==> src/rtl/opb_reg_bus_arbiter.sv <==
`default_nettype none
// ============================================================================
// Module  : opb_reg_bus_arbiter
// Brief   : Two-master round-robin OPB arbiter / sequencer with ack timeout
//           for the software-register slave bank.
// Rev     : 1.0  initial release
// ============================================================================
module opb_reg_bus_arbiter #(
    parameter int C_OPB_AWIDTH   = 32,
    parameter int C_OPB_DWIDTH   = 32,
    parameter int C_TIMEOUT      = 16,
    parameter int C_ERRCNT_WIDTH = 16
) (
    input  logic                          OPB_Clk,
    input  logic                          OPB_Rst,
    input  logic [0:1]                    M_request,
    input  logic [0:2*C_OPB_AWIDTH-1]     M_ABus,
    input  logic [0:2*(C_OPB_DWIDTH/8)-1] M_BE,
    input  logic [0:2*C_OPB_DWIDTH-1]     M_DBus,
    input  logic [0:1]                    M_RNW,
    output logic [0:1]                    M_grant,
    output logic [0:1]                    M_xferAck,
    output logic [0:1]                    M_errAck,
    output logic [0:1]                    M_retry,
    output logic [0:C_OPB_DWIDTH-1]       M_rdDBus,
    output logic [0:C_OPB_AWIDTH-1]       OPB_ABus,
    output logic [0:C_OPB_DWIDTH/8-1]     OPB_BE,
    output logic [0:C_OPB_DWIDTH-1]       OPB_DBus,
    output logic                          OPB_RNW,
    output logic                          OPB_select,
    output logic                          OPB_seqAddr,
    input  logic [0:C_OPB_DWIDTH-1]       Sl_DBus,
    input  logic                          Sl_xferAck,
    input  logic                          Sl_errAck,
    input  logic                          Sl_retry,
    input  logic                          Sl_toutSup,
    output logic [C_ERRCNT_WIDTH-1:0]     err_count
);

    localparam int         c_BEW       = C_OPB_DWIDTH / 8;
    localparam logic [7:0] c_TOUT_LAST = 8'(C_TIMEOUT - 1);

    typedef enum logic [1:0] {
        S_IDLE    = 2'd0,
        S_GRANT   = 2'd1,
        S_XFER    = 2'd2,
        S_RECOVER = 2'd3
    } state_t;

    state_t                      r_state;
    logic                        r_owner;
    logic                        r_last_owner;
    logic [7:0]                  r_tcnt;
    logic [0:1]                  r_grant;
    logic [0:C_OPB_AWIDTH-1]     r_abus;
    logic [0:c_BEW-1]            r_be;
    logic [0:C_OPB_DWIDTH-1]     r_dbus;
    logic                        r_rnw;
    logic                        r_select;
    logic [C_ERRCNT_WIDTH-1:0]   r_err_count;

    logic                        w_pick;
    logic                        w_in_xfer;
    logic                        w_timeout;
    logic                        w_retry;
    logic                        w_err;
    logic                        w_xack;
    logic                        w_done;
    logic [0:C_OPB_AWIDTH-1]     w_abus;
    logic [0:c_BEW-1]            w_be;
    logic [0:C_OPB_DWIDTH-1]     w_dbus;
    logic                        w_rnw;

    // On a tie the master that did not own the bus last time wins.
    assign w_pick = (M_request == 2'b11) ? ~r_last_owner : M_request[1];

    assign w_abus = r_owner ? M_ABus[C_OPB_AWIDTH +: C_OPB_AWIDTH] : M_ABus[0 +: C_OPB_AWIDTH];
    assign w_be   = r_owner ? M_BE[c_BEW +: c_BEW]                 : M_BE[0 +: c_BEW];
    assign w_dbus = r_owner ? M_DBus[C_OPB_DWIDTH +: C_OPB_DWIDTH] : M_DBus[0 +: C_OPB_DWIDTH];
    assign w_rnw  = r_owner ? M_RNW[1] : M_RNW[0];

    // Reset in the XFER cycle abandons the transfer without any ack pulse.
    assign w_in_xfer = (r_state == S_XFER) && !OPB_Rst;
    assign w_timeout = (r_tcnt == c_TOUT_LAST);
    assign w_retry   = w_in_xfer && Sl_retry;
    assign w_err     = w_in_xfer && !Sl_retry && (Sl_errAck || (!Sl_xferAck && w_timeout));
    assign w_xack    = w_in_xfer && !Sl_retry && Sl_xferAck;
    assign w_done    = w_retry || w_err || w_xack;

    always_comb begin
        M_xferAck = '0;
        M_errAck  = '0;
        M_retry   = '0;
        M_rdDBus  = '0;
        if (w_retry) M_retry[r_owner] = 1'b1;
        if (w_err)   M_errAck[r_owner] = 1'b1;
        if (w_xack) begin
            M_xferAck[r_owner] = 1'b1;
            if (r_rnw) M_rdDBus = Sl_DBus;
        end
    end

    always_ff @(posedge OPB_Clk) begin
        if (OPB_Rst) begin
            r_state      <= S_IDLE;
            r_owner      <= 1'b0;
            r_last_owner <= 1'b1;
            r_tcnt       <= '0;
            r_grant      <= '0;
            r_abus       <= '0;
            r_be         <= '0;
            r_dbus       <= '0;
            r_rnw        <= 1'b0;
            r_select     <= 1'b0;
            r_err_count  <= '0;
        end else begin
            r_grant <= '0;
            if ((w_retry || w_err) && !(&r_err_count))
                r_err_count <= r_err_count + 1'b1;
            case (r_state)
                S_IDLE: begin
                    if (|M_request) begin
                        r_owner <= w_pick;
                        r_grant <= w_pick ? 2'b01 : 2'b10;
                        r_state <= S_GRANT;
                    end
                end
                S_GRANT: begin
                    r_abus       <= w_abus;
                    r_be         <= w_be;
                    r_rnw        <= w_rnw;
                    r_dbus       <= w_rnw ? '0 : w_dbus;
                    r_select     <= 1'b1;
                    r_last_owner <= r_owner;
                    r_tcnt       <= '0;
                    r_state      <= S_XFER;
                end
                S_XFER: begin
                    if (w_done) begin
                        r_select <= 1'b0;
                        r_dbus   <= '0;
                        r_state  <= S_RECOVER;
                    end else if (!Sl_toutSup) begin
                        r_tcnt <= r_tcnt + 8'd1;
                    end
                end
                default: r_state <= S_IDLE;
            endcase
        end
    end

    assign M_grant     = r_grant;
    assign OPB_ABus    = r_abus;
    assign OPB_BE      = r_be;
    assign OPB_DBus    = r_dbus;
    assign OPB_RNW     = r_rnw;
    assign OPB_select  = r_select;
    assign OPB_seqAddr = 1'b0;
    assign err_count   = r_err_count;

endmodule
`default_nettype wire

==> config.mk <==
export PLATFORM = sky130hd
export DESIGN_NAME = opb_reg_bus_arbiter
export DESIGN_NICKNAME = d
export VERILOG_FILES = /design/src/rtl/opb_reg_bus_arbiter.sv
export SDC_FILE = /design/constraint.sdc
export NUM_CORES = 1
export LEC_CHECK = 0
export BUFFER_PORTS_ARGS = -buffer_cell sky130_fd_sc_hd__buf_2
export CAP_MARGIN = 10
export CORE_ASPECT_RATIO = 1.5
export CORE_MARGIN = 5
export CORE_UTILIZATION = 39
export DETAILED_ROUTE_END_ITERATION = 8
export PLACE_DENSITY = 0.77
export SYNTH_ARGS = -nofsm -noshare
export SYNTH_HDL_FRONTEND = slang
export SYNTH_SLANG_ARGS = --single-unit
==> constraint.sdc <==
create_clock -name OPB_Clk -period 2.4 [get_ports OPB_Clk]
set_clock_uncertainty 0.2 [all_clocks]
set_input_delay 0.24 -clock OPB_Clk [delete_from_list [all_inputs] [get_ports OPB_Clk]]
set_output_delay 0.24 -clock OPB_Clk [all_outputs]
set_load 0.01 [all_outputs]
==> results.cfg, run 1 <==
[global_route]
grt_pass1_wl_mm = 23.2
grt_pass1_vias = 4882
grtUsageTotal_pct = 19.0
grt_max_degree = 75
grt-ovfl-total = 0
antenna_found_initial = 0

[yosys]
synthArstFlopShare_pct = 0
ys_ff_latch = 100
synth_nets = 737
synth_edf_count = 0
synth.distinct_cells = 40
syn-cell-area_mm2 = 0.00492
synth_ff_type = dfxtp_1
syn_inst = 553
synth.avg_cell_area_um2 = 8.91
synth_warnings = 0
ys_seq_area_share_pct = 40.7

[power_and_ir_drop]
p_switching_mw = 2.20
power.density_cell_area_mw_per_mm2 = 851
leakage_nw = 3.34
power_mw = 5.96
intPower_mw = 3.76
p_sw_share_pct = 36.9
pwr-share-comb_pct = 38.4
irDropWorstVdd_uv = 401
p_seq_share_pct = 36.6
pwr-share-clk_pct = 25.0

[place]
place_congestion = 0.810
dp_hpwl_mm = 12.0
portBuffers = 303

[clock_network]
cts_buffer_depth = 2
clk_pin_slew_ns = 0.09
cts.htree.levels = 3
clock_sinks = 100
cts_root_buf = clkbuf_16
tritoncts = yes
clock_latency_ns = 0.35
cts_made_buffers = 9
cts_setup_buffers = 0

[setup_path]
end_kind = output pin
rr_startpoint = r_tcnt[5]$_SDFFE_PP0P_
path_class = flip-flop to output pin
r2r_slack_ns = 0.12
rr_worst_depth = 5
arrival_ns = 1.84
cp.required_ns = 1.96
regToRegEndpoint = err_count[13]$_SDFFE_PP0P_
worst_setup_path_start_kind = flip-flop
cp_max_fo = 16

[timing]
fin_crit_sh_pct = 95.0
slew_headroom_pct = 65.1
setup_viol = 0
hold_slack_ns = 0.0201
fin_crit_ns = 2.28
drv_slew = 0
worst_pin_slew_ns = 0.524
finalHoldViolations = 0
fmax_ghz = 0.439

[die]
start_util_pct = 39.6
fp-row-count = 50
dieArea_mm2 = 0.0150
io_pins = 305
dieWidth_um = 102
core_mm2 = 0.0124
die_h_um = 148

[drt]
route.detailed.drc = 0
ant_nets = 0
viasPerCell = 5.11
drt_iter0_drc = 150
drt_pass1_iterations = 5
drt-total-wl_mm = 15.5
routed-via-count = 5134
wl_per_cell_um = 15.4

[status]
status = completed

[layout]
final_cell_mix = buf_2 (302), dfxtp_1 (99), nor2_1 (83), mux2i_1 (40), a211oi_1 (39)
antenna_cells = 0
drive_above_1_share_pct = 44.9
layout_commonest_cell = buf_2
nets = 1028
fin_util_pct = 56.3
fillers = 1158
area_delta_synth_final_pct = 42.3

[run]
cap_violations = 0

[worst_hold_path]
worstHoldEndpoint = OPB_ABus[8]$_SDFFE_PP0P_
min_path_type = input pin to flip-flop
worstHoldStart = M_ABus[8]
min_path_cells = 3
==> routing by layer <==
| metal | part of all wire, % | up-vias | track usage [%] |
|---|---|---|---|
| met5 | 0 | - | 0 |
| met4 | 1.9 | 0 | 5.85 |
| met3 | 10 | 25 | 5.38 |
| met2 | 50 | 213 | 34.1 |
| met1 | 38 | 2324 | 21.3 |
| li1 | - | 2572 | - |
==> synth_stat cells, types with 3 or more instances <==
library cell / n / area [µm²]
dfxtp_1: 100 / 2000
a211oi_1: 39 / 293
and3_1: 11 / 68.8
nor2b_1: 3 / 18.8
or3_1: 9 / 56.3
o21ai_0: 18 / 90.1
mux2i_1: 40 / 400
nand3_1: 13 / 65.1
buf_1: 5 / 18.8
inv_1: 12 / 45.0
a22oi_1: 32 / 240
nor3_1: 4 / 20.0
mux2_2: 34 / 383
clkbuf_1: 28 / 105
buf_2: 8 / 40.0
a21oi_1: 18 / 90.1
o31ai_1: 4 / 30.0
nor2_1: 85 / 319
and2_1: 35 / 219
nand2_1: 17 / 63.8
nand4_1: 5 / 31.3
ha_1: 6 / 75.1
or4_1: 3 / 22.5
==> how the worst max path moves through the flow <==
stage	from	to	slack, ns	cells past startpoint
after global routing	r_state[0]$_SDFFE_PP0P_	M_rdDBus[5]	-0.004	7
after detailed placement	r_tcnt[0]$_SDFFE_PP0P_	r_state[0]$_SDFFE_PP0P_	0.06	7
after floorplan	r_state[0]$_SDFFE_PP0P_	err_count[13]$_SDFFE_PP0P_	0.12	9
after CTS	r_state[0]$_SDFFE_PP0P_	M_retry[1]	0.04	7
final	r_state[0]$_SDFFE_PP0P_	M_rdDBus[5]	0.12	7
after global placement	r_tcnt[0]$_SDFFE_PP0P_	r_state[0]$_SDFFE_PP0P_	0.08	7
==> cell type report <==
cell class	count	area, µm²	share of cell area [%]
Inverter	12	45.0	0.643
Multi-Input combinational cell	399	2740	39.1
Timing Repair Buffer	322	1700	24.3
Tap cell	156	195	2.78
Clock inverter	7	93.8	1.34
Sequential cell	100	2010	28.6
Clock buffer	9	225	3.21
==> logic make-up after synthesis <==
family,synth area share [%]
xor gates and xnor gates,0.534
buffers and inverters,4.55
adders and majority gates,1.52
muxes,15.9
other,0.0761
and+or+nand+nor,19.1
DFF,40.7
AOI/OAI and AO/OA,17.7
==> power groups by stage <==
stage                     Sequential (mW)  Combinational, mW  Clock (mW)
after floorplan                      2.36               1.28           0
after global placement               2.20               2.26           0
after detailed placement             2.21               2.29           0
after CTS                            2.18               2.30        1.53
after global routing                 2.22               2.53        1.61
final                                2.18               2.29        1.49
==> critical path, stage by stage (launching register included) <==
cell     delay [ns]
dfxtp_1        0.34
inv_1          0.09
ha_1           0.21
nand2_1        0.14
nor2_4         0.14
and3_4         0.28
and2_1         0.16
buf_2          0.14
==> timing repair <==
action / in CTS / in global routing
endpoints found under the setup margin: 32 / 62
hold buffers: 2 / 0
endpoints found under the hold margin: 1 / 0
cloned: 0 / 1
resized for setup: 2 / 9
pin swaps: 0 / 1
==> per-stage QoR <==
stage | TNS [ns] | worst slack, ns | area, µm² | instances
after floorplan | 0 | 0.125 | 4920 | 553
after global placement | 0 | 0.0824 | 6640 | 986
after detailed placement | 0 | 0.0571 | 6640 | 986
after CTS | 0 | 0.0434 | 6980 | 1004
after global routing | -0.00544 | -0.00355 | 7010 | 1005
final | 0 | 0.121 | 7010 | 1005
==> registers in the layout, summed over array words and instances (netlist names) <==
name          cells
OPB_RNW           1
r_state           2
M_grant           2
OPB_ABus         32
r_owner           1
OPB_BE            4
r_tcnt            8
r_last_owner      1
err_count        16
OPB_select        1
OPB_DBus         32
Note: power is estimated with default switching activity, not from simulation.
==> inputs of run 2 (changes only) <==
Settings changed: PLACE_DENSITY 0.77 to 0.78.
==> run 2 against run 1 <==
Worst setup slack worse by 0.043 ns. Flip-flop and latch count stayed put. Cell count is 0.80% higher. Combinational power is 2% lower. Via count is 1.6% higher. Core utilization is 0.53 points higher. Fmax is 1.8% lower. Count of clock-buffer cells in the layout stayed put. Critical path depth is 1 higher. Worst hold slack better by 0.015 ns. Sequential power hardly changed. Critical path type unchanged. Largest power group unchanged.
==> results.cfg, run 2 (synthesis gave the netlist of run 1 again) <==
[status]
status = completed

[power_and_ir_drop]
p_sw_share_pct = 35.7
irDropWorstVdd_uv = 440
power.density_cell_area_mw_per_mm2 = 841
pwr-share-comb_pct = 37.7
leakage_nw = 3.38
p_switching_mw = 2.13
pwr-share-clk_pct = 25.2
intPower_mw = 3.82
p_seq_share_pct = 37.2

[clock_network]
cts_made_buffers = 9
cts_buffer_depth = 2
cts_root_buf = clkbuf_16
clk_pin_slew_ns = 0.07
clock_latency_ns = 0.34
cts.htree.levels = 3
clock_sinks = 100
tritoncts = yes

[place]
portBuffers = 303
place_congestion = 0.884
dp_hpwl_mm = 12.7

[timing]
worst_pin_slew_ns = 0.880
drv_slew = 0
tns_ns = 0
fmax_ghz = 0.431
fin_crit_sh_pct = 96.8
finalHoldViolations = 0
rsz0062_at_grt = yes
fin_crit_ns = 2.32
setup_viol = 0
slew_headroom_pct = 41.4

[setup_path]
cp_top_family = simple AND/OR/NAND/NOR gates
end_kind = output pin
worst_setup_path_start_kind = flip-flop
arrival_ns = 1.88
crit_chain = inv_1, ha_2, nand2_2, nor2_2, and3_4, buf_12, and2_1, buf_2
cp_max_fo = 16
regToRegEndpoint = err_count[13]$_SDFFE_PP0P_
cp.required_ns = 1.96
rr_worst_depth = 6
rr_startpoint = r_tcnt[1]$_SDFFE_PP0P_
r2r_slack_ns = 0.14
path_class = flip-flop to output pin
crit_start = r_state[0]$_SDFFE_PP0P_
slowest_stage = dfxtp_1
crit_buf_inv = 3
critical_path.max_stage_delay_ns = 0.34

[die]
die_h_um = 148
core_mm2 = 0.0124
start_util_pct = 39.6
dieArea_mm2 = 0.0150
io_pins = 305
fp-row-count = 50
dieWidth_um = 102

[layout]
fin_util_pct = 56.8
area_delta_synth_final_pct = 43.7
nets = 1035
final_cell_mix = buf_2 (302), dfxtp_1 (98), nor2_1 (83), mux2i_1 (40), a211oi_1 (38)
drive_above_1_share_pct = 45.9
layout_commonest_cell = buf_2

[worst_hold_path]
min_path_type = input pin to flip-flop
worstHoldStart = M_request[0]
worstHoldEndpoint = r_owner$_SDFFE_PP0P_
min_path_cells = 4

[drt]
drt_pass1_iterations = 6
route.detailed.drc = 0
ant_nets = 0
routed-via-count = 5216
drt_iter0_drc = 229
drt-total-wl_mm = 16.5
wl_per_cell_um = 16.3
viasPerCell = 5.15

[global_route]
grt_pass1_wl_mm = 24.8
grtUsageTotal_pct = 20.6
grt_pass1_vias = 5154
antenna_found_initial = 1
grt_max_degree = 87
grt-ovfl-total = 0

[run]
cap_violations = 0
-- run 2: changes by cell type in the layout (fill, tap and decap cells not counted), sizes merged --
cell         before  now
buf             320  325
clkinvlp          0    1
diode             0    1
dlygate4sd3       2    4
and3             12   11
clkbuf            9   10
bufinv            0    1
inv              16   14
-- run 2: worst max path at each step --
stage / endpoint / slack, ns / cells past startpoint
6_report: M_rdDBus[10] / 0.08 / 8
4_1_cts: M_rdDBus[10] / 0.01 / 8
3_3_place_gp: err_count[11]$_SDFFE_PP0P_ / 0.15 / 6
3_5_place_dp: err_count[11]$_SDFFE_PP0P_ / 0.04 / 6
5_1_grt: M_errAck[1] / -0.007 / 7
2_1_floorplan: err_count[13]$_SDFFE_PP0P_ / 0.12 / 9
-- run 2: power by group through the flow --
stage	registers [mW]	logic, mW	clock network [mW]
detailed placement	2.25	2.23	0
floorplan	2.36	1.28	0
finish	2.21	2.24	1.50
global route	2.26	2.49	1.61
global placement	2.23	2.20	0
CTS	2.21	2.25	1.55
-- run 2: layer usage --
layer	up-vias	share of wire [%]	track usage (%)
li1	2574	-	-
met1	2392	35	20.7
met2	228	53	39.4
met3	20	10	5.76
met4	2	2.2	7.25
met5	-	0.085	0
-- run 2: per-stage QoR --
step	hold WS, ns	worst slack, ns	power (mW)	std cells	cell area [µm²]
detailed placement	0.275	0.0396	4.48	990	6650
floorplan	0.133	0.125	3.64	553	4920
finish	0.0351	0.0778	5.95	1013	7080
global placement	0.248	0.147	4.43	990	6650
global route	0.0394	-0.00704	6.36	1012	7070
CTS	0.0213	0.0141	6.01	1010	7010
-- run 2: layout make-up --
| class | count | area [µm²] |
|---|---|---|
| fill | 1191 | 5370 |
| multi-input combinational | 398 | 2740 |
| sequential | 100 | 2010 |
| timing repair buffer | 330 | 1780 |
| clock buffer | 9 | 225 |
| tap | 156 | 195 |
| clock inverter | 7 | 82.6 |
| inverter | 12 | 45.0 |
| antenna | 1 | 2.50 |
-- run 2: tightest hold or removal path, delay by kind of cell --
family / cells / cell delay (ns)
buffers and inverters: 1 / 0.12
and+or+nand+nor: 2 / 0.13
AOI/OAI and AO/OA: 1 / 0.05
-- run 2: repair_timing --
item,CTS,global route
buffers inserted,0,1
pin swaps,0,1
setup endpoints to repair,3,39
hold buffers,4,0
gates cloned,0,1
hold endpoints to repair,8,0
resized for setup,3,12
==> inputs of run 3 (changes only) <==
Settings changed: PLACE_DENSITY 0.78 to 0.89.
==> run 3 against run 2 <==
Final area is 0.12% lower. Largest power group unchanged. Flip-flop and latch count unchanged. Critical endpoint is now M_rdDBus[11]. Power grew 1.9%. Global-route usage grew 0.31 points. Highest routed layer is now met4.
==> results.cfg, run 3 (synthesis gave the netlist of run 1 again) <==
[setup_path]
cp.required_ns = 1.96
rr_worst_depth = 7
arrival_ns = 1.92
rr_startpoint = r_tcnt[1]$_SDFFE_PP0P_
crit_chain = dlygate4sd3_1, buf_4, inv_1, nand2_4, nor2_2, and3_4, buf_12, and2_1, buf_2
end_kind = output pin
critical_path.max_stage_delay_ns = 0.54
cp_max_fo = 24
worst_setup_path_start_kind = input pin
regToRegEndpoint = err_count[14]$_SDFFE_PP0P_
slowest_stage = dlygate4sd3_1
r2r_slack_ns = 0.15
path_class = input pin to output pin

[layout]
nets = 1032
final_cell_mix = buf_2 (302), dfxtp_1 (97), nor2_1 (83), mux2i_1 (40), a211oi_1 (38)
final_area_mm2 = 0.00707
area_delta_synth_final_pct = 43.5
layout_commonest_cell = buf_2
drive_above_1_share_pct = 45.6
fin_cells = 1010

[worst_hold_path]
min_path_cells = 3
worstHoldEndpoint = OPB_ABus[21]$_SDFFE_PP0P_
worstHoldStart = M_ABus[21]
min_path_type = input pin to flip-flop

[die]
dieWidth_um = 102
fp-row-count = 50
start_util_pct = 39.6
dieArea_mm2 = 0.0150
io_pins = 305
die_h_um = 148
core_mm2 = 0.0124

[global_route]
grt_pass1_wl_mm = 25.1
grt_pass1_vias = 5207
grt_max_degree = 71
grtUsageTotal_pct = 20.9
grt-ovfl-total = 0
antenna_found_initial = 1

[drt]
route.detailed.drc = 0
routed-via-count = 5285
drt_pass1_iterations = 7
wl_per_cell_um = 16.6
ant_nets = 0
viasPerCell = 5.23
drt_iter0_drc = 183
drt-total-wl_mm = 16.7

[place]
place_congestion = 0.895
dp_hpwl_mm = 13.1
dpl_cell_area_mm2 = 0.00666
dp_cells = 987
portBuffers = 303

[clock_network]
cts_made_buffers = 9
clock_sinks = 100
clk_pin_slew_ns = 0.08
clock_latency_ns = 0.34
cts.htree.levels = 3
cts_buffer_depth = 2
cts_root_buf = clkbuf_16
tritoncts = yes

[power_and_ir_drop]
leakage_nw = 3.38
power_mw = 6.06
irDropWorstVdd_uv = 567
power.density_cell_area_mw_per_mm2 = 858

[run]
cap_violations = 0

[timing]
drv_slew = 0
fmax_ghz = 0.425
hold_slack_ns = 0.0296
slew_headroom_pct = 59.2
worst_pin_slew_ns = 0.612
fin_crit_ns = 2.36
finalHoldViolations = 0
fin_crit_sh_pct = 98.1
setup_viol = 0

[status]
status = completed
[run 3: worst max-delay path: cells and delay by family]
| family | cells | cell delay, ns |
|---|---|---|
| buf+inv | 5 | 1.11 |
| simple gates | 4 | 0.56 |
[run 3: layout make-up]
cell class | count | area, µm²
Sequential cell | 100 | 2010
Timing Repair Buffer | 327 | 1760
Inverter | 12 | 45.0
Fill cell | 1091 | 5380
Clock buffer | 9 | 225
Multi-Input combinational cell | 398 | 2740
Antenna cell | 1 | 2.50
Tap cell | 156 | 195
Clock inverter | 7 | 90.1
[run 3: worst max-delay path by stage]
stage	startpoint	end	slack, ns	depth (start not counted)
3_3_place_gp	r_tcnt[0]$_SDFFE_PP0P_	err_count[14]$_SDFFE_PP0P_	0.23	7
6_report	OPB_Rst	M_rdDBus[11]	0.04	9
2_1_floorplan	r_state[0]$_SDFFE_PP0P_	err_count[13]$_SDFFE_PP0P_	0.12	9
4_1_cts	r_state[0]$_SDFFE_PP0P_	M_rdDBus[11]	0.04	8
5_1_grt	OPB_Rst	M_rdDBus[11]	-0.01	9
3_5_place_dp	r_tcnt[0]$_SDFFE_PP0P_	err_count[11]$_SDFFE_PP0P_	0.08	6
[run 3: repair_timing]
item	CTS	global route
endpoints found under the setup margin	32	38
hold endpoints to repair	2	0
pin swaps	0	1
hold buffers	3	0
setup buffers	0	3
gates resized for setup	5	9
[run 3: metal layers]
layer | vias up | routed length, µm | track usage, %
li1 | 2574 | - | -
met1 | 2430 | 6000 | 21.7
met2 | 244 | 8630 | 38.0
met3 | 37 | 1570 | 5.57
met4 | 0 | 545 | 10.2
met5 | - | 0 | 0
[run 3: report_power, final]
group | total, mW | switching (mW) | internal, mW
Clock | 1.53 | 0.690 | 0.837
Combinational | 2.34 | 1.33 | 1.01
Sequential | 2.20 | 0.191 | 2.01
Total | 6.06 | 2.21 | 3.85
[run 3: stage by stage]
stage / util, % / setup TNS (ns) / setup WS, ns
4_1_cts: 56.3 / 0 / 0.0353
6_report: 56.8 / 0 / 0.0445
5_1_grt: 56.8 / -0.0285 / -0.0143
2_1_floorplan: - / 0 / 0.125
3_5_place_dp: 53.5 / 0 / 0.0796
3_3_place_gp: 53.5 / 0 / 0.230
